==> src/rtl/ws2812_frame_sequencer_if.sv <==
// ws2812_frame_sequencer_if: driver handshake, host write port and swap status of the frame sequencer
interface ws2812_frame_sequencer_if #(parameter int ADDR_W = 6);
  logic              drv_data_request;
  logic [ADDR_W-1:0] drv_address;
  logic [7:0]        red_out;
  logic [7:0]        green_out;
  logic [7:0]        blue_out;
  logic              wr_en;
  logic [ADDR_W-1:0] wr_addr;
  logic [23:0]       wr_data;
  logic [7:0]        brightness;
  logic              swap_req;
  logic              swap_pending;
  logic              swap_ack;
  logic              frame_start;
  logic              front_bank;
  modport master (
    output drv_data_request, drv_address, wr_en, wr_addr, wr_data, brightness, swap_req,
    input  red_out, green_out, blue_out, swap_pending, swap_ack, frame_start, front_bank
  );
  modport slave (
    input  drv_data_request, drv_address, wr_en, wr_addr, wr_data, brightness, swap_req,
    output red_out, green_out, blue_out, swap_pending, swap_ack, frame_start, front_bank
  );
endinterface

==> src/rtl/ws2812_frame_sequencer.sv <==
// ws2812_frame_sequencer: double-buffered pixel store serving brightness-scaled RGB to the ws2812 driver
module ws2812_frame_sequencer #(
  parameter int NUM_LEDS = 64,
  parameter int ADDR_W   = $clog2(NUM_LEDS)
) (
  input logic clk,
  input logic reset,
  ws2812_frame_sequencer_if.slave bus
);
  typedef enum logic {IDLE, STREAM} state_t;
  localparam logic [ADDR_W:0] N = (ADDR_W+1)'(NUM_LEDS);
  logic [23:0] mem [2][2**ADDR_W];
  state_t state, state_n;
  logic [ADDR_W:0] rd_idx, rd_idx_n;
  logic front, front_n, pend, pend_n, ack, fs, boundary, swap;
  logic [23:0] pix, rgb, rgb_n;
  function automatic logic [7:0] scale(input logic [7:0] c, input logic [7:0] b);
    logic [15:0] p;
    p = {8'd0, c} * ({8'd0, b} + 16'd1);
    return p[15:8];
  endfunction
  always_ff @(posedge clk)
    if (bus.wr_en && {1'b0, bus.wr_addr} < N) mem[~front][bus.wr_addr] <= bus.wr_data;
  // asynchronous read lets the boundary serve pixel 0 of the new front bank with one-cycle latency
  always_comb begin
    boundary = bus.drv_data_request && bus.drv_address == '0;
    swap = boundary && pend;
    front_n = front ^ swap;
    pend_n = !swap && (pend || bus.swap_req);
    state_n = boundary ? STREAM : state;
    pix = boundary ? mem[front_n][0] :
          (state == STREAM && rd_idx < N) ? mem[front][rd_idx[ADDR_W-1:0]] : 24'd0;
    rgb_n = bus.drv_data_request ? {scale(pix[23:16], bus.brightness),
                                    scale(pix[15:8], bus.brightness),
                                    scale(pix[7:0], bus.brightness)} : rgb;
    rd_idx_n = boundary ? (ADDR_W+1)'(1) :
               (bus.drv_data_request && state == STREAM && rd_idx < N) ? rd_idx + 1'b1 : rd_idx;
  end
  always_ff @(posedge clk or posedge reset)
    if (reset) begin
      state  <= IDLE;
      rd_idx <= '0;
      front  <= 1'b0;
      pend   <= 1'b0;
      ack    <= 1'b0;
      fs     <= 1'b0;
      rgb    <= '0;
    end else begin
      state  <= state_n;
      rd_idx <= rd_idx_n;
      front  <= front_n;
      pend   <= pend_n;
      ack    <= swap;
      fs     <= boundary;
      rgb    <= rgb_n;
    end
  assign {bus.red_out, bus.green_out, bus.blue_out} = rgb;
  assign bus.swap_pending = pend;
  assign bus.swap_ack     = ack;
  assign bus.frame_start  = fs;
  assign bus.front_bank   = front;
endmodule
==> src/flat_wrapper.sv <==
// flat-port wrapper written by rule: the top's interface ports become plain ports
module ws2812_frame_sequencer_flat 
#(
  parameter int NUM_LEDS = 64,
  parameter int ADDR_W   = $clog2(NUM_LEDS)
)
  (clk, reset, bus_drv_data_request, bus_drv_address, bus_wr_en, bus_wr_addr, bus_wr_data, bus_brightness, bus_swap_req, bus_red_out, bus_green_out, bus_blue_out, bus_swap_pending, bus_swap_ack, bus_frame_start, bus_front_bank);
  ws2812_frame_sequencer_if #(.ADDR_W(ADDR_W)) bus_i ();
  input logic clk;
  input logic reset;
  input wire logic [$bits(bus_i.drv_data_request)-1:0] bus_drv_data_request;
  input wire logic [$bits(bus_i.drv_address)-1:0] bus_drv_address;
  input wire logic [$bits(bus_i.wr_en)-1:0] bus_wr_en;
  input wire logic [$bits(bus_i.wr_addr)-1:0] bus_wr_addr;
  input wire logic [$bits(bus_i.wr_data)-1:0] bus_wr_data;
  input wire logic [$bits(bus_i.brightness)-1:0] bus_brightness;
  input wire logic [$bits(bus_i.swap_req)-1:0] bus_swap_req;
  output wire logic [$bits(bus_i.red_out)-1:0] bus_red_out;
  output wire logic [$bits(bus_i.green_out)-1:0] bus_green_out;
  output wire logic [$bits(bus_i.blue_out)-1:0] bus_blue_out;
  output wire logic [$bits(bus_i.swap_pending)-1:0] bus_swap_pending;
  output wire logic [$bits(bus_i.swap_ack)-1:0] bus_swap_ack;
  output wire logic [$bits(bus_i.frame_start)-1:0] bus_frame_start;
  output wire logic [$bits(bus_i.front_bank)-1:0] bus_front_bank;
  assign bus_i.drv_data_request = bus_drv_data_request;
  assign bus_i.drv_address = bus_drv_address;
  assign bus_i.wr_en = bus_wr_en;
  assign bus_i.wr_addr = bus_wr_addr;
  assign bus_i.wr_data = bus_wr_data;
  assign bus_i.brightness = bus_brightness;
  assign bus_i.swap_req = bus_swap_req;
  assign bus_red_out = bus_i.red_out;
  assign bus_green_out = bus_i.green_out;
  assign bus_blue_out = bus_i.blue_out;
  assign bus_swap_pending = bus_i.swap_pending;
  assign bus_swap_ack = bus_i.swap_ack;
  assign bus_frame_start = bus_i.frame_start;
  assign bus_front_bank = bus_i.front_bank;
  ws2812_frame_sequencer #(.NUM_LEDS(NUM_LEDS), .ADDR_W(ADDR_W)) u_core (.clk(clk), .reset(reset), .bus(bus_i));
endmodule
==> config.mk <==
export PLATFORM = sky130hd
export DESIGN_NAME = ws2812_frame_sequencer_flat
export DESIGN_NICKNAME = d
export VERILOG_FILES = /design/src/rtl/ws2812_frame_sequencer_if.sv /design/src/rtl/ws2812_frame_sequencer.sv /design/src/flat_wrapper.sv
export SDC_FILE = /design/constraint.sdc
export NUM_CORES = 2
export LEC_CHECK = 0
export BUFFER_PORTS_ARGS = -buffer_cell sky130_fd_sc_hd__buf_2
export CAP_MARGIN = 10
export CORE_MARGIN = 2
export CORE_UTILIZATION = 50
export CTS_CLUSTER_DIAMETER = 40
export CTS_CLUSTER_SIZE = 30
export DETAILED_ROUTE_END_ITERATION = 10
export PLACE_DENSITY = 0.66
export SYNTH_ARGS = -nofsm -noshare
export SYNTH_HDL_FRONTEND = slang
export SYNTH_SLANG_ARGS = --single-unit
==> constraint.sdc <==
create_clock -name clk -period 8.9 [get_ports clk]
set_clock_uncertainty 0.2 [all_clocks]
set_input_delay 2.225 -clock clk [delete_from_list [all_inputs] [get_ports clk]]
set_output_delay 2.225 -clock clk [all_outputs]
set_load 0.05 [all_outputs]
---- Word level (Yosys, flattened, before mapping) ----
Memory sizes are Yosys's and may differ from the RTL's.
Cells that the tools add are included.
cells by class
  $add $sub $neg .......................... 2
  $mul .................................... 3
  order comparisons ....................... 4
  multiplexer cells ....................... 11
  bitwise logic cells ..................... 4
  reductions and logical operators ........ 11
operators with widths
  kind                   number
  $mux W1536             1
  $bmux W24 S6           1
  $demux W24 S6          1
  $mux W24               5
  $mul A8 B16 Y16        3
  $ge A7 B7 Y1 const B   2
  $mux W7                2
  $not A6 Y7             2
  $add A8 B1 Y9 const B  1
  $add A7 B1 Y7 const B  1
  $logic_and A1 B1 Y1    7
  $lt A7 B1 Y1 const B   1
  $lt A7 B7 Y1 const B   1
  $logic_not A6 Y1       1
  $reduce_bool A2 Y1     1
  $logic_not A1 Y1       1
  $logic_or A1 B1 Y1     1
  $mux W1                1
  $not A1 Y1             1
  $xor A1 B1 Y1          1
word-level totals
  register bits after elaboration ......... 36
  memory bits (writable) .................. 3072
  bits of input ports ..................... 49
  output and inout bits ................... 28
  memories kept ........................... 1
memories
  memory      words  bits a word  read ports  clocked after memory_dff  write ports  RTL line                      source
  u_core.mem  2      1536         2           0                         1            ws2812_frame_sequencer.sv:12  logic [23:0] mem [2][2**ADDR_W];

---- Depth between registers and ports, before layout ----
  depth after elaboration ................. 7
  gate-level depth with buffers ........... 33

---- Worst setup path before layout ----
OpenSTA, ideal clock, no wires.
  kind .................................... input port to flip-flop
  start point ............................. in bus_drv_address[3]
  end point ............................... reg u_core.rgb[13]
  arrival ................................. 8.527 ns
  required time ........................... 8.575 ns
  path slack .............................. 0.048 ns
  stages on the path ...................... 21
  cell sequence ........................... or4_1 > or4_1 > xor2_4 > clkbuf_1 > mux2i_1 > o22a_2 > nand2b_1 > fa_1 > fa_1 > inv_1 > fa_1 > inv_1 > fa_1 > inv_1 > ha_1 > a2111oi_0 > o21a_1 > o41ai_4 > a21boi_1 > xnor2_1 > mux2_2
between the ends
  longest elaborated chain between the ends .. 7
RTL lines
  what                   RTL line                      source
  start, declared        flat_wrapper.sv:12            input wire logic [$bits(bus_i.drv_address)-1:0] bus_drv_address;
  $logic_not A6 Y1 *     ws2812_frame_sequencer.sv:26  boundary = bus.drv_data_request && bus.drv_address == '0;
  $logic_and A1 B1 Y1 *  ws2812_frame_sequencer.sv:26
  $logic_and A1 B1 Y1    ws2812_frame_sequencer.sv:27  swap = boundary && pend;
  $xor A1 B1 Y1          ws2812_frame_sequencer.sv:28  front_n = front ^ swap;
  $mem_v2 Z2 W1536       --
  $mux W24 *             ws2812_frame_sequencer.sv:31  pix = boundary ? mem[front_n][0] :
  $mul A8 B16 Y16 *      ws2812_frame_sequencer.sv:19  p = {8'd0, c} * ({8'd0, b} + 16'd1);
  end signal, assigned   ws2812_frame_sequencer.sv:55  rgb <= rgb_n;
  end, declared          ws2812_frame_sequencer.sv:16  logic [23:0] pix, rgb, rgb_n;
Every way passes the cells marked *; elsewhere a longest branch is shown, timed or not.
A chain may end at the register's enable or synchronous reset.

---- Final worst setup path ----
  start point ............................. reg u_core.front (netlist: u_core.bus.front_bank)
  end point ............................... reg u_core.rgb[5]
between the ends
  longest elaborated chain between the ends .. 7
RTL lines
  what                                          RTL line                      source
  start, declared                               ws2812_frame_sequencer.sv:15  logic front, front_n, pend, pend_n, ack, fs, boundary, swap;
  start signal, assigned                        ws2812_frame_sequencer.sv:51  front <= front_n;
  $mem_v2 Z2 W1536 *                            --
  $bmux W24 S6                                  ws2812_frame_sequencer.sv:32  (state == STREAM && rd_idx < N) ? mem[front][rd_idx[ADDR_W-1:0]] : 24'd0;
  $mux W24 (not written as such) (2 in series)  ws2812_frame_sequencer.sv:32
  $mux W24                                      ws2812_frame_sequencer.sv:32
  $mux W24 *                                    ws2812_frame_sequencer.sv:31
  $mul A8 B16 Y16 *                             ws2812_frame_sequencer.sv:19
Every way passes the cells marked *; elsewhere a longest branch is shown, timed or not. The select of a mux whose other input is x is not followed.

==> flow_summary_export.csv <==
group,metric,value,unit
worst_setup_path,crit_buf_inv,4,
grt,globalRouteOverflowTotal,0,
sta,max_slew_violation_count,0,
layout,drive_above_1_share,33.26,%
sta,final_critical_path_setup_slack,237.3,ps
yosys,synth_edf_count,3072,
yosys,synth.yosys.warnings,0,
yosys,share_of_synthesized_registers_carrying_an_async_set_or_reset,1.158,%
yosys,yosysTopAreaCellShare,72.95,%
worst_setup_path,worst-endpoint-required,9520,ps
worst_setup_path,slowest_delay,840,ps
sta,period_minus_slack,8663,ps
layout,final_nets,6414,
yosys,postSynth.topFlopCell,"sky130_fd_sc_hd__edfxtp_1",
placement,hpwl,189700,um
detailed_routing,post_route_antenna_net_violation_count,0,
worst_setup_path,timing.reg2reg.worst_path_depth,25,
cts,tritoncts,"built",
placement,dpl.cell_count,9094,
layout,fillers,17810,
placement,placement.io_buffers,76,
die,core_area,251400,um2
sta,rsz0062_at_grt,"false",
placement,dpl_cell_area,132200,um2
yosys,synth_area_per_cell,22.12,um2
cts,clockBufferDepth,4,
worst_setup_path,setup.reg_to_reg.worst_slack,240,ps
status,outcome,"finished, final reports clean",
pwr,power.leakage,47.51,nW
die,width_of_the_chip,506.9,um
pwr,power,44.40,mW
sta,tightestPinTransition,1253,ps
pwr,p_per_area,304.1,nW/um2
cts,post_cts.repair.setup_buffers,0,
worst_setup_path,rr_endpoint,"u_core.rgb[5]",
sta,setup_viol_count_final,0,
placement,gp_congestion,0.8444,
grt,global_route_wire_length_before_repair,466400,um
min_path,hold-path-endpoint,"u_core.state",
cts,ctsRootBufferMaster,"sky130_fd_sc_hd__clkbuf_16",
min_path,hold_class,"flop to flop",
worst_setup_path,crit_family,"adder cells",
yosys,yosys_reg_bits,3108,
worst_setup_path,setup.worst_path.start,"u_core.bus.front_bank",
die,fp.dieH,506.9,um
grt,grt_max_degree,104,
layout,most_frequent_standard_cell_in_the_layout_excluding_fill_and_tap_cells,"sky130_fd_sc_hd__edfxtp_1",
layout,most-common-layout-cells,"sky130_fd_sc_hd__edfxtp_1 (3072), sky130_fd_sc_hd__mux4_2 (896), sky130_fd_sc_hd__clkbuf_16 (401)",
worst_setup_path,critical_path_class,"flop to flop",
cts,post_cts_hold_buffers,0,
cts,tritoncts.num_buffers,399,
pwr,vdd.ir_drop.worst,0.0002275,V
cts,cts_max_level,5,
detailed_routing,dr_iter_0_viols,8647,
sta,hold-worst-slack,270.3,ps
yosys,synthTopCellsByArea,"sky130_fd_sc_hd__edfxtp_1 (73%), sky130_fd_sc_hd__mux4_2 (16%), sky130_fd_sc_hd__fa_1 (1.9%)",
yosys,synth.yosys.seq_area_share,73.66,%
yosys,yosys.cell_types.count,96,
die,floorplan.io_pins,77,
cts,cts_sinks,3108,
sta,fmax,115.4,MHz
yosys,synth.cell_area,126500,um2
sta,maxSlewHeadroom,16.25,%
die,start_util,50.30,%
layout,fin_area,146000,um2
cts,clkSlewWorstSetupHoldPaths,60,ps
worst_setup_path,crit_path_top_delay_cell,"sky130_fd_sc_hd__dfrtp_4",
cts,ctsResizeCount,0,
detailed_routing,detailed_routing_iteration_count_for_the_pre_antenna_repair_pass,7,
worst_setup_path,worst_ep_arrival_time,9280,ps
yosys,syn_inst,5716,
sta,period_share,97.33,%
yosys,syn-num-nets,5983,
detailed_routing,wl_per_cell,33.40,um
min_path,cell_depth_of_the_worst_hold_path,1,
flow_run,cap_violations,0,
worst_setup_path,cp_max_fo,31,
die,die_area,256900,um2
detailed_routing,drt-vias-per-instance,6.322,
cts,clkLatencyLatePin,950,ps
grt,globalRouteTotalUtil,25.58,%
min_path,hold_start,"u_core.state",
yosys,synth_top_area_cell,"sky130_fd_sc_hd__edfxtp_1",
layout,finalNonFillerCells,9825,
sta,final_hold_viol_count,0,
detailed_routing,vias,62120,
worst_setup_path,worst_setup_path_start_kind,"flop",
worst_setup_path,critical_path.most_common_cell,"sky130_fd_sc_hd__fa_1",
layout,finish.utilization,58.08,%
detailed_routing,remaining_drc_errors,0,
detailed_routing,postRouteWirelength,328100,um
grt,grt_pass1_vias,62790,
placement,place_ws,-33.28,ps
layout,area_growth,15.46,%
die,placement_rows,184,
worst_setup_path,r2r-start,"u_core.bus.front_bank",
sta,setup_total_negative_slack,0,ps
worst_setup_path,nature_of_the_critical_path_endpoint,"flop",
grt,grt_antenna_before_repair,23,
registers in the layout, summed over array words and instances, names as in the netlist:
name,flops
u_core.bus.frame_start,1
u_core.rd_idx,7
u_core.bus.swap_pending,1
u_core.rgb,24
u_core.state,1
u_core.bus.front_bank,1
u_core.bus.swap_ack,1
u_core.mem,3072
worst max-delay path by stage:
stage / endpoint / slack (ps) / cells past startpoint
2_1_floorplan: u_core.rgb[13] / 50 / 21
3_3_place_gp: u_core.rgb[5] / -130 / 22
3_5_place_dp: u_core.rgb[5] / -30 / 24
4_1_cts: u_core.rgb[5] / 240 / 25
5_1_grt: u_core.rgb[5] / 6 / 25
6_report: u_core.rgb[5] / 240 / 25
where the power goes:
part           total (mW)  switching, mW  internal [mW]
clock                16.5           6.53           9.98
combinational        11.5           6.62           4.90
sequential           16.4          0.164           16.2
total                44.4           13.3           31.1
cells in the mapped netlist (all sizes together) (14+ instances only):
cell type and n:
inv 162, xnor2 27, nand2b 18, ha 98, mux4 935, or2 56
nor2 335, nand3 34, o21ai 35, o22ai 14, buf 192, mux2 28
fa 120, nand2 129, clkbuf 92, a31oi 15, dfrtp 36, edfxtp 3072
a21oi 37, mux2i 92
cell type report:
type,instances,area (um2),area share (%)
Inverter,164,625.6,0.4285
Clock buffer,412,10080,6.901
Clock inverter,310,3685,2.524
Sequential cell,3108,93170,63.81
Antenna cell,9,22.52,0.01543
Tap cell,3348,4189,2.869
Multi-Input combinational cell,2160,31590,21.64
Timing Repair Buffer,314,2653,1.817
routing by layer:
layer  wire length (um)  track usage, %  share of wire (%)  vias to the layer above
met5                 89               0              0.027                        -
met4              10290           8.027                3.1                       10
met3              31280           5.186                9.5                      541
met2             159000           40.56                 48                     3269
met1             127500           36.14                 39                    33530
li1                   -               -                  -                    24770
worst reg2reg max path, cell delays in order, from the launching register on:
cell                       delay, ps
sky130_fd_sc_hd__dfrtp_4         840
sky130_fd_sc_hd__buf_12          290
sky130_fd_sc_hd__buf_12          300
sky130_fd_sc_hd__mux4_2          580
sky130_fd_sc_hd__mux4_2          560
sky130_fd_sc_hd__nand2_1         100
sky130_fd_sc_hd__nand2_1         320
sky130_fd_sc_hd__a21oi_1         440
sky130_fd_sc_hd__o21ai_0         310
sky130_fd_sc_hd__a31oi_2         580
sky130_fd_sc_hd__nor2_1          120
sky130_fd_sc_hd__fa_1            530
sky130_fd_sc_hd__fa_1            520
sky130_fd_sc_hd__fa_1            550
sky130_fd_sc_hd__inv_1            50
sky130_fd_sc_hd__fa_1            530
sky130_fd_sc_hd__inv_1            50
sky130_fd_sc_hd__ha_1            310
sky130_fd_sc_hd__a21oi_1         200
sky130_fd_sc_hd__nor2b_1          80
sky130_fd_sc_hd__o21a_1          170
sky130_fd_sc_hd__a21oi_1         210
sky130_fd_sc_hd__and3b_1         220
sky130_fd_sc_hd__o21bai_1         80
sky130_fd_sc_hd__xor2_1          150
sky130_fd_sc_hd__mux2_2          260
logic make-up (layout without fill, tap and decap cells):
kind of cell	after synthesis	after routing	share of synthesized area (%)
adder cells (fa/ha/maj)	218	218	2.869
buffers and inverters	448	1200	1.908
AO/OA/AOI/OAI	205	205	1.255
multiplexers	1055	1055	17.75
XOR/XNOR	36	36	0.2820
flip-flops	3108	3108	73.66
AND/OR/NAND/NOR	646	646	2.277
other	0	9	0
No activity file was read; power rests on OpenSTA's default activity.
